==> config.mk <==
export PLATFORM = sky130hd
export DESIGN_NAME = async_trng_fifo
export DESIGN_NICKNAME = d
export VERILOG_FILES = /design/src/rtl/async_trng_fifo.sv
export SDC_FILE = /design/constraint.sdc
export NUM_CORES = 1
export LEC_CHECK = 0
export BUFFER_PORTS_ARGS = -buffer_cell sky130_fd_sc_hd__buf_2
export CAP_MARGIN = 10
export CORE_UTILIZATION = 40
export CTS_CLUSTER_SIZE = 30
export DETAILED_ROUTE_END_ITERATION = 16
export SYNTH_ARGS = -nofsm -noshare
export SYNTH_HDL_FRONTEND = slang
export SYNTH_SLANG_ARGS = --single-unit
==> constraint.sdc <==
create_clock -name i_clk -period 5.29 [get_ports i_clk]
set_clock_uncertainty 0.1 [all_clocks]
set_input_delay 1.058 -clock i_clk [delete_from_list [all_inputs] [get_ports i_clk]]
set_output_delay 1.058 -clock i_clk [all_outputs]
set_load 0.02 [all_outputs]
==> src/rtl/async_trng_fifo.sv <==
// TRNG collector: samples ring outputs, XOR-folds and decimates them, packs words into a
// first-word fall-through FIFO, and guards the raw stream with a repetition-count test.
module async_trng_fifo #(
  parameter int unsigned WIDTH     = 8,
  parameter int unsigned NSRC      = 2,
  parameter int unsigned SRC_WIDTH = 5,
  parameter int unsigned DEPTH     = 4,
  parameter int unsigned DECIM     = 1,
  parameter int unsigned RCT_LIMIT = 32
) (
  input  logic                        i_clk,
  input  logic                        i_reset,
  input  logic                        i_en,
  input  logic [NSRC*SRC_WIDTH-1:0]   i_rnd_src,
  input  logic                        i_read,
  input  logic                        i_clr_alarm,
  output logic [WIDTH-1:0]            o_dat,
  output logic                        o_valid,
  output logic [$clog2(DEPTH):0]      o_level,
  output logic                        o_alarm,
  output logic [NSRC*SRC_WIDTH-1:0]   o_sampled
);

  localparam int unsigned NB = NSRC * SRC_WIDTH;
  localparam int unsigned AW = $clog2(DEPTH);
  localparam int unsigned DW = (DECIM > 1) ? $clog2(DECIM) : 1;
  localparam int unsigned CW = $clog2(WIDTH + 1);
  localparam int unsigned RW = $clog2(RCT_LIMIT + 1);

  logic [NB-1:0]    r_sampled;
  logic             r_s_v, r_raw, r_r_v;
  logic             r_acc;
  logic [DW-1:0]    r_dcnt;
  logic [WIDTH-1:0] r_sh, w_sh_d;
  logic [CW-1:0]    r_cnt, w_cnt_d;
  logic             r_last, r_alarm;
  logic [RW-1:0]    r_run;
  logic [WIDTH-1:0] r_mem [DEPTH];
  logic [AW-1:0]    r_wptr, r_rptr;
  logic [AW:0]      r_level;

  logic          w_bit_v, w_bit, w_trip, w_flush, w_full, w_pop, w_push;
  logic [RW-1:0] w_run_inc, w_run_nxt;

  assign w_bit_v   = r_r_v && (r_dcnt == DW'(DECIM - 1));
  assign w_bit     = r_acc ^ r_raw;
  assign w_run_inc = (r_run == RW'(RCT_LIMIT)) ? r_run : r_run + RW'(1);
  assign w_run_nxt = (r_raw == r_last) ? w_run_inc : RW'(1);
  // A clear in the same cycle wins over a trip, so no trip and no flush then.
  assign w_trip    = r_r_v && (w_run_nxt == RW'(RCT_LIMIT)) && !i_clr_alarm;
  // Assembly is held empty for as long as the alarm stands.
  assign w_flush   = w_trip || r_alarm;
  assign w_full    = (r_level == (AW + 1)'(DEPTH));
  assign w_pop     = i_read && o_valid;
  assign w_push    = (r_cnt == CW'(WIDTH)) && (!w_full || w_pop) && !w_flush;

  always_comb begin
    w_sh_d  = r_sh;
    w_cnt_d = r_cnt;
    if (w_flush) begin
      w_sh_d  = '0;
      w_cnt_d = '0;
    end else if (r_cnt == CW'(WIDTH)) begin
      if (w_push) begin
        w_sh_d  = w_bit_v ? WIDTH'(w_bit) : '0;
        w_cnt_d = w_bit_v ? CW'(1) : '0;
      end else if (w_bit_v) begin
        // Full FIFO: keep mixing new entropy into the pending word.
        w_sh_d = {r_sh[WIDTH-2:0], r_sh[WIDTH-1] ^ w_bit};
      end
    end else if (w_bit_v) begin
      w_sh_d  = {r_sh[WIDTH-2:0], w_bit};
      w_cnt_d = r_cnt + CW'(1);
    end
  end

  always_ff @(posedge i_clk) begin
    if (i_reset) begin
      r_sampled <= '0;
      r_s_v     <= 1'b0;
      r_raw     <= 1'b0;
      r_r_v     <= 1'b0;
      r_acc     <= 1'b0;
      r_dcnt    <= '0;
      r_sh      <= '0;
      r_cnt     <= '0;
      r_last    <= 1'b0;
      r_run     <= '0;
      r_alarm   <= 1'b0;
      r_wptr    <= '0;
      r_rptr    <= '0;
      r_level   <= '0;
    end else begin
      if (i_en) r_sampled <= i_rnd_src;
      r_s_v <= i_en;
      r_raw <= ^r_sampled;
      r_r_v <= r_s_v;
      r_sh  <= w_sh_d;
      r_cnt <= w_cnt_d;

      if (w_flush) begin
        r_acc  <= 1'b0;
        r_dcnt <= '0;
      end else if (r_r_v) begin
        r_acc  <= w_bit_v ? 1'b0 : w_bit;
        r_dcnt <= w_bit_v ? '0 : r_dcnt + DW'(1);
      end

      if (r_r_v) r_last <= r_raw;
      if (i_clr_alarm) begin
        r_run   <= '0;
        r_alarm <= 1'b0;
      end else if (r_r_v) begin
        r_run <= w_run_nxt;
        if (w_trip) r_alarm <= 1'b1;
      end

      if (w_flush) begin
        r_wptr  <= '0;
        r_rptr  <= '0;
        r_level <= '0;
      end else begin
        if (w_push) r_wptr <= r_wptr + AW'(1);
        if (w_pop)  r_rptr <= r_rptr + AW'(1);
        if (w_push && !w_pop)      r_level <= r_level + (AW + 1)'(1);
        else if (w_pop && !w_push) r_level <= r_level - (AW + 1)'(1);
      end
    end
  end

  always_ff @(posedge i_clk) begin
    if (w_push) r_mem[r_wptr] <= r_sh;
  end

  assign o_dat     = (r_level != '0) ? r_mem[r_rptr] : '0;
  assign o_valid   = (r_level != '0) && !r_alarm;
  assign o_level   = r_level;
  assign o_alarm   = r_alarm;
  assign o_sampled = r_sampled;

endmodule

==> results of run 1 <==
-- state kept, by name, summed over array words and instances, names as in the netlist, named ones only --
name / cells
o_sampled: 10
o_level: 3
r_raw: 1
r_mem: 32
r_wptr: 2
r_cnt: 4
r_s_v: 1
r_r_v: 1
r_acc: 1
r_dcnt: 1
o_alarm: 1
r_run: 6
r_sh: 8
r_rptr: 2
r_last: 1
-- path summary, 6_finish.rpt --
path | from | endpoint | slack, ns | cells after the start
max reg2reg | r_cnt[0] | o_level[2] | 2.17 | 13
min | r_s_v | r_r_v | 0.34 | 1
max | r_cnt[0] | o_level[2] | 2.17 | 13
min reg2reg | r_s_v | r_r_v | 0.34 | 1
-- worst max-delay path, cell delays in order (launching register included) --
cell      delay (ns)
dfxtp_1         0.33
inv_1           0.09
ha_1            0.14
nand2_1         0.06
or2_2           0.31
a311oi_1        0.39
a21boi_2        0.43
ha_1            0.27
inv_1           0.06
fa_1            0.37
xor2_1          0.16
nor2_1          0.11
xnor2_1         0.12
nor2_1          0.05
-- through the flow --
| stage | cells | hold slack (ns) | instance area, µm² | util |
|---|---|---|---|---|
| floorplan | 286 | 0.314 | 3320 | - |
| global placement | 415 | 0.319 | 3590 | 0.456 |
| detailed placement | 415 | 0.328 | 3590 | 0.456 |
| CTS | 431 | 0.351 | 3790 | 0.480 |
| global route | 431 | 0.370 | 3790 | 0.480 |
| finish | 431 | 0.343 | 3790 | 0.480 |
-- logic make-up (layout without fill, tap and decap cells) --
group / count (synthesis) / in the layout / synth area share
AOI/OAI and AO/OA: 33 / 33 / 0.0670
xor gates and xnor gates: 22 / 22 / 0.0580
adders and majority gates: 10 / 10 / 0.0399
buffers and inverters: 21 / 64 / 0.0263
DFF: 76 / 76 / 0.554
muxes: 26 / 26 / 0.108
and+or+nand+nor: 98 / 98 / 0.146
-- metal layers --
layer / vias up / track usage / wire length (µm)
li1: 1085 / - / -
met1: 980 / 0.206 / 2870
met5: - / 0 / 0
met3: 11 / 0.0407 / 190
met4: 0 / 0.0692 / 101
met2: 32 / 0.234 / 2630
-- power by group through the flow --
stage	Sequential, µW	Clock (µW)	Combinational [µW]
6_report	658	426	274
5_1_grt	664	465	303
4_1_cts	660	438	281
3_5_place_dp	673	0	280
3_3_place_gp	673	0	277
2_1_floorplan	673	0	191
-- Yosys cell counts (all sizes together) (3+ instances only) --
library cell / n
dfxtp: 44
nor2: 36
edfxtp: 32
mux2i: 18
nand2: 15
nor3: 15
xnor2: 12
a21oi: 11
nor2b: 11
inv: 10
xor2: 10
ha: 9
clkbuf: 8
mux4: 8
o21ai: 7
and2: 4
a211oi: 3
buf: 3
-- area by class of cell --
class | instances | area share
Clock inverter | 7 | 0.0185
Multi-Input combinational cell | 189 | 0.368
Inverter | 10 | 0.00991
Tap cell | 102 | 0.0337
Clock buffer | 9 | 0.0327
Sequential cell | 76 | 0.486
Timing Repair Buffer | 38 | 0.0509
==> impl_metrics.yaml, run 1 <==
run_status:
  outcome: "complete, no violations"
floorplanning:
  die_x_um: 93.2
  die_y_um: 93.2
  dieArea_um2: 8680
  start_util: 0.421
  core_area_um2: 7890
  num_rows: 32
  ios: 38
clock_tree:
  cts_buffer_depth: 2
  cts_made_buffers: 9
  cts_resized: 0
  cts_setup_buffers: 0
  cts_tree: "built"
  worst_skew_pair.late_latency_ns: 0.36
  clockRootBuffer: "clkbuf_8"
  postCtsHoldBufs: 0
  clock-sinks: 76
  h-tree-depth: 3
  clk_pin_slew_ns: 0.09
routing:
  dr_total_vias: 2108
  drtIter0Drc: 118
  drc: 0
  drtPass1Iterations: 4
  totalWireLength_um: 5790
  via_per_inst: 4.89
  final_antenna_net_count: 0
  wire_per_inst_um: 13.4
yosys:
  netlist_area_um2: 3320
  syn_inst: 286
  synth_top_cell_by_area: "edfxtp_1"
  async_reset_ff_frac: 0
  ys_warn_count: 0
  synth_nets: 311
  syn_avg_cell_area_um2: 11.6
  ys.flop_type: "dfxtp_1"
  ys_ff_latch: 76
  synth-edff-count: 32
  yosysSeqAreaShare: 0.554
  synth_cell_types: 45
  yosys-top-cells-area: "edfxtp_1 29%, dfxtp_1 26%, mux2i_1 5.4%, mux4_2 5.4%, nor2_1 4.1%"
  synth_top_area_frac: 0.289
job:
  max_cap_violations: 0
layout:
  drive_above_1_share: 0.213
  final_cell_mix: "44 x dfxtp_1, 37 x buf_2, 36 x nor2_1"
  seq_area_um2: 1840
  nets: 349
  final_common_cell: "dfxtp_1"
  n_antenna_cell: 0
  fillers: 733
  multiInputGateArea_um2: 1400
  area_growth_syn_to_layout_pct: 14.0
power_and_ir_drop:
  combPwrFrac: 0.202
  swShare: 0.321
  ir_drop_mv: 0.218
  power.total_uw: 1360
  p_leak_uw: 0.00146
  p_sw_uw: 436
  power.internal_uw: 922
  seq_power_share: 0.485
  p_per_area_nw_per_um2: 358
  clkPwrFrac: 0.314
global_route:
  antenna_found_initial: 0
  grt_use_total: 0.154
  grt-ovfl-total: 0
  grt_pass1_vias: 2026
  grt_pass1_wl_um: 10100
  grt_max_degree: 21
timing:
  fin_setup_tns_ns: 0
  fmax_ghz: 0.321
  fin_crit_sh: 0.589
  rsz0062_at_grt: "false"
  relSlewSlack: 0.318
  period_needed_ns: 3.12
  worstMarginPinSlew_ns: 1.02
  setup_viol_count_final: 0
  maxSlewViolCount: 0
  hold_viol: 0
  finalWorstSetupSlack_ns: 2.17
critical_path:
  worst_ep_arrival_time_ns: 3.25
  start_kind: "flop"
  setup.worst_path.class: "reg2reg"
  endpoint_kind: "flop"
  cp_max_fo: 10
  worstPathRequired_ns: 5.42
placement:
  port_buffers: 37
  routabilityCongestion: 0.749
  place_ws_ns: 1.87
  hpwlAfterDp_um: 3920
min_path:
  hold_class: "reg2reg"
No activity file was read; power rests on OpenSTA's default activity.
==> inputs of run 2 (changes only) <==
--- a/config.mk
+++ b/config.mk
@@ -5,6 +5,7 @@
 export SDC_FILE = /design/constraint.sdc
 export NUM_CORES = 1
 export LEC_CHECK = 0
+export ABC_AREA = 1
 export BUFFER_PORTS_ARGS = -buffer_cell sky130_fd_sc_hd__buf_2
 export CAP_MARGIN = 10
 export CORE_UTILIZATION = 40
==> constraint.sdc (replaced) <==
create_clock -name i_clk -period 3.1 [get_ports i_clk]
set_clock_uncertainty 0.1 [all_clocks]
set_input_delay 0.62 -clock i_clk [delete_from_list [all_inputs] [get_ports i_clk]]
set_output_delay 0.62 -clock i_clk [all_outputs]
set_load 0.02 [all_outputs]
==> run 2 against run 1 <==
  * Worst hold slack worse by 0.034 ns
  * Clock power is 62% higher
  * Power is 40% higher
  * First-iteration DRC count is 2.5% lower
  * Fmax is 16% higher
  * Design area is 3.9% higher
  * Global-route usage is 0.19 points lower
  * Via count is 21% higher
  * Non-clock buffer count is 9 higher
  * Critical path type unchanged
  * Largest power group unchanged
==> impl_metrics.yaml, run 2 <==
power_and_ir_drop:
  p_sw_uw: 499
  ir_drop_mv: 0.311
  p_leak_uw: 0.00158
  power.total_uw: 1910
  power.internal_uw: 1410
  p_per_area_nw_per_um2: 485
  seq_power_share: 0.561
  combPwrFrac: 0.077
  swShare: 0.262
  clkPwrFrac: 0.362
timing:
  fin_setup_tns_ns: 0
  relSlewSlack: 0.735
  hold_viol: 0
  worstMarginPinSlew_ns: 0.397
  rsz0062_at_grt: "false"
  fin_crit_sh: 0.865
  setup_viol_count_final: 0
  maxSlewViolCount: 0
  fmax_ghz: 0.373
  period_needed_ns: 2.68
yosys:
  syn_inst: 386
  synth_cell_types: 30
  syn_avg_cell_area_um2: 8.87
  ys_ff_latch: 76
  synth-edff-count: 32
  yosys-top-cells-area: "edfxtp_1 28%, dfxtp_1 26%, nor2_1 8.4%, o21ai_0 5.1%, nand2_1 4.7%"
  yosysMostFrequentCell: "nor2_1"
  synth_common_cells: "77 x nor2_1, 44 x dfxtp_1, 43 x nand2_1"
  synth_nets: 411
  async_reset_ff_frac: 0
  ys.flop_type: "dfxtp_1"
  synth_top_area_frac: 0.281
  yosysSeqAreaShare: 0.538
  synth_top_cell_by_area: "edfxtp_1"
  netlist_area_um2: 3420
  ys_warn_count: 0
clock_tree:
  cts_resized: 0
  clockRootBuffer: "clkbuf_8"
  clk_pin_slew_ns: 0.08
  cts_tree: "built"
  cts_buffer_depth: 2
  cts_made_buffers: 9
  postCtsHoldBufs: 0
  h-tree-depth: 3
  worst_skew_pair.late_latency_ns: 0.34
  clock-sinks: 76
layout:
  largest_register_ffs: 32
  nets: 458
  n_antenna_cell: 0
  drive_above_1_share: 0.210
  fillers: 809
  post-route-util: 0.477
  area_growth_syn_to_layout_pct: 14.9
  fin_area_um2: 3940
  final_common_cell: "nor2_1"
  final_cell_mix: "77 x nor2_1, 44 x dfxtp_1, 43 x nand2_1"
  regMostFlops: "r_mem"
routing:
  route.met3.wl_um: 208
  drc: 0
  met2WireLength_um: 3160
  met1_length_um: 3050
  drtIter0Drc: 115
  dr_total_vias: 2550
  drtPass1Iterations: 4
  final_antenna_net_count: 0
  highest_layer: "met4"
  via_per_inst: 4.70
  totalWireLength_um: 6490
  wire_per_inst_um: 12.0
critical_path:
  start_kind: "flop"
  worstSetupStartpoint: "r_run[0]"
  reg2reg_slack_ns: 0.42
  rr_worst_depth: 17
  worstReg2RegEnd: "o_level[2]"
  cp_max_fo: 7
  worst_ep_arrival_time_ns: 2.82
  worstPathRequired_ns: 3.24
  r2r_start: "r_run[0]"
  setup.worst_path.class: "reg2reg"
  endpoint_kind: "flop"
floorplanning:
  ios: 38
  core_area_um2: 8260
  num_rows: 33
  die_y_um: 94.5
  start_util: 0.415
  die_x_um: 94.5
  dieArea_um2: 8930
min_path:
  hold_class: "reg2reg"
  holdPathEnd: "r_r_v"
  min_path_cells: 2
  holdCritStartpoint: "r_s_v"
global_route:
  antenna_found_initial: 0
  grt_use_total: 0.152
  grt-ovfl-total: 0
  grt_pass1_vias: 2304
  grt_max_degree: 19
  grt_pass1_wl_um: 10400
job:
  max_cap_violations: 0
placement:
  hpwlAfterDp_um: 4500
  port_buffers: 37
  place_area_um2: 3730
  routabilityCongestion: 0.884
run_status:
  outcome: "complete, no violations"
-- run 2: cell types whose count changed after synthesis, moves of 15 or more --
| cell | before | now |
|---|---|---|
| nor2_1 | 36 | 77 |
| nand2_1 | 15 | 43 |
| o21ai_0 | 7 | 35 |
| inv_1 | 10 | 36 |
| nand3_1 | 0 | 19 |
| mux2i_1 | 18 | 0 |
| a21oi_1 | 11 | 26 |
-- run 2: kinds of logic after synthesis --
| family | after synthesis | synth area share |
|---|---|---|
| AO/OA/AOI/OAI | 69 | 0.109 |
| XOR/XNOR | 13 | 0.0332 |
| adder cells (fa/ha/maj) | 10 | 0.0387 |
| buffers and inverters | 52 | 0.0643 |
| flip-flops | 76 | 0.538 |
| AND/OR/NAND/NOR | 166 | 0.217 |
-- run 2: worst max-delay path by stage --
stage	to	cells after the start
floorplan	o_level[2]	16
global placement	o_level[2]	15
detailed placement	o_level[2]	17
CTS	o_level[2]	17
global route	o_level[2]	17
finish	o_level[2]	17
-- run 2: power groups by stage --
| stage | sequential [µW] | clock [µW] | combinational [µW] |
|---|---|---|---|
| floorplan | 1100 | 0 | 98.5 |
| detailed placement | 1090 | 0 | 147 |
| CTS | 1070 | 711 | 148 |
| finish | 1070 | 691 | 146 |
| global route | 1070 | 758 | 165 |
| global placement | 1090 | 0 | 146 |
-- run 2: cell type report --
type                       instances  area (µm²)  area share
clock buffer                       9         124      0.0315
clock inverter                     7        58.8      0.0149
inverter                          41         156      0.0397
multi-input combinational        258        1360       0.346
sequential                        76        1840       0.468
tap                              105         131      0.0334
timing repair buffer              47         260      0.0661
-- run 2: per-layer routing --
layer / vias up / GRT usage
met1: 1141 / 0.181
met3: 8 / 0.0362
li1: 1358 / -
met2: 43 / 0.266
met5: - / 0
met4: 0 / 0.0568
-- run 2: stage by stage --
stage          hold slack (ns)  std cells  setup slack (ns)
5_1_grt                  0.332        543             0.156
4_1_cts                  0.307        540             0.273
3_3_place_gp             0.293        524             0.357
6_report                 0.309        543             0.417
3_5_place_dp             0.302        524             0.285
2_1_floorplan            0.288        386             0.576
-- run 2: critical path, cell delays in order, from the launching register on --
cell and delay [ns]:
dfxtp_1 0.42, inv_1 0.10, ha_1 0.25, nand4_1 0.11, nand2_1 0.06, nor2_2 0.11, nor2_1 0.07, nand3_2 0.12
nand3_4 0.12, inv_1 0.09, ha_1 0.13, inv_1 0.06, fa_1 0.39, nor2_1 0.11, nor2_1 0.05, nand2_1 0.07
xor2_1 0.17, nor2_2 0.05
-- run 2: repair_timing --
item                                    4_1_cts  5_1_grt
hold endpoints to repair                      0        0
endpoints found under the setup margin        0        1
buffers inserted                              0        3
==> inputs of run 3 (changes only) <==
--- a/config.mk
+++ b/config.mk
@@ -11,6 +11,7 @@
 export CORE_UTILIZATION = 40
 export CTS_CLUSTER_SIZE = 30
 export DETAILED_ROUTE_END_ITERATION = 16
+export RECOVER_POWER = 25
 export SYNTH_ARGS = -nofsm -noshare
 export SYNTH_HDL_FRONTEND = slang
 export SYNTH_SLANG_ARGS = --single-unit
==> run 3 against run 2 <==
  * Final cell count is the same
  * Sequential cell count is the same
  * Core utilization is essentially flat
  * Die area is the same
  * Clock power is essentially flat
==> impl_metrics.yaml, run 3 (same netlist as run 2, synthesis figures left out) <==
run_status:
  outcome: "complete, no violations"
job:
  max_cap_violations: 0
critical_path:
  worstReg2RegEnd: "o_level[2]"
  setup.worst_path.class: "reg2reg"
  rr_worst_depth: 17
  start_kind: "flop"
  reg2reg_slack_ns: 0.42
  cp_max_fo: 7
  r2r_start: "r_run[0]"
  worst_ep_arrival_time_ns: 2.82
  worstSetupStartpoint: "r_run[0]"
  endpoint_kind: "flop"
  worstPathRequired_ns: 3.24
layout:
  final_cell_count_no_fill: 543
  n_antenna_cell: 0
  nets: 458
  fillers: 809
  final_common_cell: "nor2_1"
  post-route-util: 0.476
  regMostFlops: "r_mem"
  largest_register_ffs: 32
  area_growth_syn_to_layout_pct: 14.9
  final_cell_mix: "77 x nor2_1, 44 x dfxtp_1, 43 x nand2_1"
  drive_above_1_share: 0.208
global_route:
  grt_max_degree: 19
  grt_use_total: 0.152
  antenna_found_initial: 0
  grt_pass1_vias: 2304
  grt-ovfl-total: 0
  grt_pass1_wl_um: 10400
min_path:
  holdCritStartpoint: "r_s_v"
  hold_class: "reg2reg"
  min_path_cells: 2
  holdPathEnd: "r_r_v"
routing:
  drc: 0
  dr_total_vias: 2550
  wire_per_inst_um: 11.9
  via_per_inst: 4.70
  final_antenna_net_count: 0
  totalWireLength_um: 6490
  drtPass1Iterations: 4
  drtIter0Drc: 127
floorplanning:
  start_util: 0.415
  die_x_um: 94.5
  dieArea_um2: 8930
  die_y_um: 94.5
  ios: 38
  num_rows: 33
  core_area_um2: 8260
timing:
  fin_setup_tns_ns: 0
  relSlewSlack: 0.735
  period_needed_ns: 2.68
  maxSlewViolCount: 0
  fmax_ghz: 0.373
  worstMarginPinSlew_ns: 0.397
  rsz0062_at_grt: "false"
  fin_crit_sh: 0.866
  hold_viol: 0
  setup_viol_count_final: 0
power_and_ir_drop:
  ir_drop_mv: 0.311
  combPwrFrac: 0.077
  power.internal_uw: 1410
  p_leak_uw: 0.00158
  p_per_area_nw_per_um2: 485
  seq_power_share: 0.561
  p_sw_uw: 499
  clkPwrFrac: 0.362
  swShare: 0.262
clock_tree:
  clock-sinks: 76
  clockRootBuffer: "clkbuf_8"
  cts_resized: 0
  cts_buffer_depth: 2
  h-tree-depth: 3
  cts_made_buffers: 9
  worst_skew_pair.late_latency_ns: 0.34
  cts_tree: "built"
  clk_pin_slew_ns: 0.08
placement:
  port_buffers: 37
  routabilityCongestion: 0.884
  hpwlAfterDp_um: 4500
  dp_cells: 524
==> run 3: cell types whose count changed in the layout (fill, tap and decap cells not counted), sizes merged <==
cell	before	now
clkbuf	9	10
buf	47	46
==> run 3: per-layer routing <==
metal	part of all wire	track usage	wire, µm
met1	0.47	0.181	3060
met2	0.49	0.266	3160
met3	0.031	0.0362	203
met4	0.011	0.0568	69
met5	0	0	0
==> run 3: worst max path at each step <==
stage / slack (ns) / cells after the start / to
4_1_cts: 0.27 / 17 / o_level[2]
2_1_floorplan: 0.58 / 16 / o_level[2]
6_report: 0.42 / 17 / o_level[2]
3_5_place_dp: 0.29 / 17 / o_level[2]
3_3_place_gp: 0.36 / 15 / o_level[2]
5_1_grt: 0.16 / 17 / o_level[2]
==> run 3: critical path: stages, from the launching register on <==
cell	delay (ns)
dfxtp_1	0.42
inv_1	0.10
ha_1	0.25
nand4_1	0.11
nand2_1	0.06
nor2_2	0.11
nor2_1	0.07
nand3_2	0.12
nand3_4	0.12
inv_1	0.09
ha_1	0.13
inv_1	0.06
fa_1	0.39
nor2_1	0.11
nor2_1	0.05
nand2_1	0.07
xor2_1	0.17
nor2_2	0.05
==> run 3: repair_timing <==
item | 4_1_cts | 5_1_grt
hold buffers | 0 | 0
endpoints found under the setup margin | 0 | 1
setup buffers | 0 | 3
==> run 3: layout make-up <==
class                           count  area (µm²)  share of cell area
Multi-Input combinational cell    258        1360               0.346
Timing Repair Buffer               47         259              0.0658
Inverter                           41         156              0.0398
Tap cell                          105         131              0.0334
Sequential cell                    76        1840               0.468
Clock inverter                      7        58.8              0.0149
Clock buffer                        9         124              0.0315
==> run 3: metrics by stage <==
step                      hold WS (ns)  total power (µW)  area [µm²]  worst slack (ns)
after floorplan                  0.288              1200        3420             0.576
after global placement           0.293              1240        3730             0.357
after detailed placement         0.302              1240        3730             0.285
after CTS                        0.307              1930        3910             0.273
after global routing             0.332              2000        3930             0.156
final                            0.309              1910        3930             0.417
==> run 3: power groups by stage <==
| stage | Clock, µW | Combinational (µW) | Sequential (µW) |
|---|---|---|---|
| 6_report | 691 | 146 | 1070 |
| 5_1_grt | 758 | 165 | 1070 |
| 4_1_cts | 711 | 148 | 1070 |
| 3_5_place_dp | 0 | 147 | 1090 |
| 3_3_place_gp | 0 | 146 | 1090 |
| 2_1_floorplan | 0 | 98.5 | 1100 |
